File: config.mk
export PLATFORM = sky130hd
export DESIGN_NAME = conv_ofmap_tx
export DESIGN_NICKNAME = d
export VERILOG_FILES = /design/src/rtl/conv_ofmap_tx.sv
export SDC_FILE = /design/constraint.sdc
export NUM_CORES = 1
export LEC_CHECK = 0
export CAP_MARGIN = 20
export CORE_ASPECT_RATIO = 1.2
export CORE_UTILIZATION = 50
export DETAILED_ROUTE_END_ITERATION = 8
export PLACE_DENSITY = 0.82
export SYNTH_ARGS = -nofsm -noshare
export SYNTH_HDL_FRONTEND = slang
export SYNTH_SLANG_ARGS = --single-unit
export TNS_END_PERCENT = 20
File: constraint.sdc
create_clock -name clk -period 9.7 [get_ports clk]
set_input_delay 2.425 -clock clk [delete_from_list [all_inputs] [get_ports clk]]
set_output_delay 2.425 -clock clk [all_outputs]
set_load 0.01 [all_outputs]
File: src/rtl/conv_ofmap_tx.sv
// Streams a captured conv-stage output map as raster-ordered valid/ready beats.
// The frame is snapshotted on the conv_done rising edge, so upstream may reuse its map during the transfer.
module conv_ofmap_tx #(
    parameter int DATA_WIDTH      = 8,
    parameter int CONV_OFMAP_SIZE = 4
) (
    input  logic                  clk,
    input  logic                  reset,
    input  logic                  conv_done,
    input  logic [DATA_WIDTH-1:0] conv_ofmap [0:CONV_OFMAP_SIZE-1][0:CONV_OFMAP_SIZE-1],
    output logic                  m_valid,
    input  logic                  m_ready,
    output logic [DATA_WIDTH-1:0] m_data,
    output logic                  m_last,
    output logic                  busy,
    output logic                  tx_done,
    output logic                  overrun
);
    // state      | meaning
    // TX_IDLE    | waiting for a conv_done rising edge
    // TX_CAPTURE | one cycle; snapshot conv_ofmap into pix_buf
    // TX_SEND    | streaming pix_buf[row][col] in raster order
    // TX_DONE    | one-cycle tx_done pulse, then back to idle
    localparam int N  = CONV_OFMAP_SIZE;
    localparam int CW = (N > 1) ? $clog2(N) : 1;
    localparam logic [CW-1:0] LAST_IDX = CW'(N - 1);

    typedef enum logic [1:0] {
        TX_IDLE    = 2'd0,
        TX_CAPTURE = 2'd1,
        TX_SEND    = 2'd2,
        TX_DONE    = 2'd3
    } tx_state_t;

    tx_state_t             state_q;
    logic                  conv_done_q;
    logic [CW-1:0]         row_q;
    logic [CW-1:0]         col_q;
    logic                  overrun_q;
    logic                  start;
    logic                  at_last;
    logic [DATA_WIDTH-1:0] pix_buf [0:N-1][0:N-1];

    assign start   = conv_done && !conv_done_q;
    assign at_last = (row_q == LAST_IDX) && (col_q == LAST_IDX);

    always_ff @(posedge clk or posedge reset) begin
        if (reset) begin
            state_q     <= TX_IDLE;
            conv_done_q <= 1'b0;
            row_q       <= '0;
            col_q       <= '0;
            overrun_q   <= 1'b0;
        end else begin
            conv_done_q <= conv_done;
            // A second frame request cannot be queued; flag it and drop it.
            if (start && state_q != TX_IDLE)
                overrun_q <= 1'b1;
            case (state_q)
                TX_IDLE: begin
                    if (start)
                        state_q <= TX_CAPTURE;
                end
                TX_CAPTURE: begin
                    row_q   <= '0;
                    col_q   <= '0;
                    state_q <= TX_SEND;
                end
                TX_SEND: begin
                    if (m_ready) begin
                        if (col_q == LAST_IDX) begin
                            col_q <= '0;
                            if (row_q == LAST_IDX) begin
                                row_q   <= '0;
                                state_q <= TX_DONE;
                            end else begin
                                row_q <= row_q + 1'b1;
                            end
                        end else begin
                            col_q <= col_q + 1'b1;
                        end
                    end
                end
                TX_DONE: begin
                    state_q <= TX_IDLE;
                end
                default: state_q <= TX_IDLE;
            endcase
        end
    end

    // Buffer content is don't-care under reset, so it carries no reset.
    always_ff @(posedge clk) begin
        if (state_q == TX_CAPTURE)
            pix_buf <= conv_ofmap;
    end

    assign m_valid = (state_q == TX_SEND);
    assign m_last  = m_valid && at_last;
    assign m_data  = m_valid ? pix_buf[row_q][col_q] : '0;
    assign busy    = (state_q == TX_CAPTURE) || (state_q == TX_SEND);
    assign tx_done = (state_q == TX_DONE);
    assign overrun = overrun_q;

endmodule

==> impl_metrics.ini <==
[final_layout]
nNetsFinal = 573
seq_area_sq_um = 4050
fin_util_pct = 71.3
syn2layout_area_growth_pct = 38.1
stdcell_count = 575
drive_gt1_share_pct = 9.64
final.fill_count = 645
multi_input_comb_area_sq_um = 1260
diodes = 0

[logic_synthesis]
netlist.area_leader.share_pct = 70.5
yosysMostFrequentCell = edfxtp_1
synth_cells = 283
synth_edf_count = 128
syn_area_sq_um = 5460
ys_warn_count = 0
avgSynthCellArea_sq_um = 19.3
seq_area_frac_synth_pct = 74.1
synth_nets = 423
post_synth_num_cell_types = 38
synth_seq_cells = 136
async_flop_share_pct = 5.88
ys.flop_type = edfxtp_1
synth_area_leader_cell = edfxtp_1
synthTopCellsByArea = edfxtp_1 70%, mux2i_1 5.9%, mux4_2 4.1%, dfrtp_1 3.7%, mux4_1 2.9%
ys_top_cells_by_count = 128 x edfxtp_1, 32 x mux2i_1, 15 x nand2_1, 10 x mux4_2

[pwr]
power_frac_seq_pct = 44.3
p_sw_mw = 0.601
p_sw_share_pct = 28.3
p_total_mw = 2.13
ir_drop_uv = 169
p_leak_nw = 2.59
powerDensity_nw_per_um2 = 282
pwr-share-clk_pct = 29.7
intPower_mw = 1.52
p_comb_share_pct = 26.0

[critical_path]
cp_slowest_cell = nor2b_1
cp.arrival_ns = 3.18
cp.buffers_inverters = 1
crit_type = reg2out
critical_path.max_fanout = 24
critPathTopFamily = simple AND/OR/NAND/NOR gates
cp-end-kind = primary output
setup.worst_path.start_class = flop
cp_cell_sequence = nor2b_1 > a22oi_1 > o211ai_1 > nand2_1 > clkdlybuf4s50_1
critPathRequiredTime_ns = 7.28
slowest_delay_ns = 0.96

[route]
viasPerCell = 5.55
drc = 0
wire_per_inst_um = 20.4
first_pass_iters = 8
drtIter0Drc = 158
vias = 3189
finalWirelength_mm = 11.7
drtAntennaViolNets = 0

[hold_path]
hold_class = reg2reg

[die]
die-area_sq_um = 11300
core.rowCount = 41
die_h_um = 116
initial_core_util_pct = 51.6
core-area_sq_um = 10600
die_w_um = 97.4
io_pins = 145

[timing]
rsz0062_at_grt = no
hold_slack_ns = 0.478
setup_viol = 0
fin_crit_sh_pct = 57.8
slew_headroom_pct = 25.8
finalHoldViolations = 0
worst_pin_slew_ns = 1.11
finalClockSkew_ns = 0.0150
max_freq_mhz = 178
setup_tns_ns = 0
drv_slew = 0
fin_crit_ns = 5.61

[grt]
grt_pass1_vias = 3406
grt-ovfl-total = 0
antenna_found_initial = 0
grt_max_degree = 81
gr-usage-all-layers_pct = 21.2
grt_pass1_wl_mm = 17.5

[placed_design]
dpl.hpwl_mm = 8.26
numPortBuffers = 144
dp.cells = 543
gp_congestion = 0.833

[clocking]
post_cts_resize_count = 0
clkTransAtPathRegs_ns = 0.06
h-tree-depth = 4
cts_root_buf = clkbuf_16
hold_buffers = 0
cts_sinks = 136
clk_latency_ns = 0.41
cts_tree = built
numCtsBuffers = 17
clockBufferDepth = 2
post_cts_buffers = 0

[run_status]
outcome = completed

[flow_run]
maxCapViolCount = 0
-- metal layers --
layer	routed length, um	up-vias	track usage, %
met1	4450	1573	23.8
li1	-	1450	-
met5	0	-	0
met2	6240	146	37.7
met3	702	20	5.39
met4	316	0	11.0
-- worst register-to-register path: stages (launching register included) --
cell	delay, ns
dfrtp_1	0.42
inv_1	0.15
ha_4	0.60
buf_4	0.88
nand2b_1	0.14
nand3_1	0.12
o31ai_1	0.10
-- flip-flops by register name, summed over array words and instances, names as in the netlist --
name	count
conv_done_q	1
overrun	1
pix_buf	128
state_q	2
row_q	2
col_q	2
-- stage by stage --
step | cell area, sq um | setup slack (ns)
after floorplan | 5460 | 5.34
after global placement | 6950 | 4.70
after detailed placement | 6950 | 4.57
after CTS | 7530 | 4.13
after global routing | 7530 | 3.94
final | 7530 | 4.09
-- path summary, 6_finish.rpt --
path	from	end	slack, ns	cells past startpoint
hold / removal	overrun	overrun	0.48	1
min in group asynchronous	reset	overrun	2.28	2
max in group asynchronous	reset	row_q[0]	7.16	2
setup / recovery	col_q[0]	m_data[2]	4.09	5
setup reg to reg	state_q[1]	col_q[0]	7.14	6
hold reg to reg	overrun	overrun	0.48	1
-- cells in the final DEF (no fill, tap or decap), types with 4 or more instances in the layout --
master	instances
clkbuf_16	17
dfrtp_1	7
edfxtp_1	128
nand2_1	15
mux4_2	10
o211ai_1	7
inv_1	5
a221oi_1	7
mux4_1	6
ha_1	7
mux2i_1	32
nand2b_1	4
clkdlybuf4s50_1	144
o21ai_1	7
a22oi_1	7
-- cell type report --
| type | count | share of cell area (%) |
|---|---|---|
| clock inverter | 13 | 2.03 |
| multi-input combinational | 127 | 16.8 |
| sequential | 136 | 53.7 |
| inverter | 5 | 0.249 |
| timing repair buffer | 146 | 19.3 |
| tap | 129 | 2.14 |
| clock buffer | 19 | 5.75 |
-- power groups by stage --
stage / clock [mW] / sequential, mW / combinational, mW
6_report: 0.632 / 0.942 / 0.552
5_1_grt: 0.663 / 0.959 / 0.593
4_1_cts: 0.638 / 0.944 / 0.557
3_5_place_dp: 0 / 0.953 / 0.553
3_3_place_gp: 0 / 0.942 / 0.537
2_1_floorplan: 0 / 0.942 / 0.377
-- cell families after synthesis --
group           count (synthesis)  share of synthesized area (%)
fa+ha+maj                       8                           1.83
compound gates                 39                           5.14
mux                            50                           13.3
flops                         136                           74.1
buf+inv                        20                           2.91
simple gates                   30                           2.68
Power figures use the tool's default switching activity.
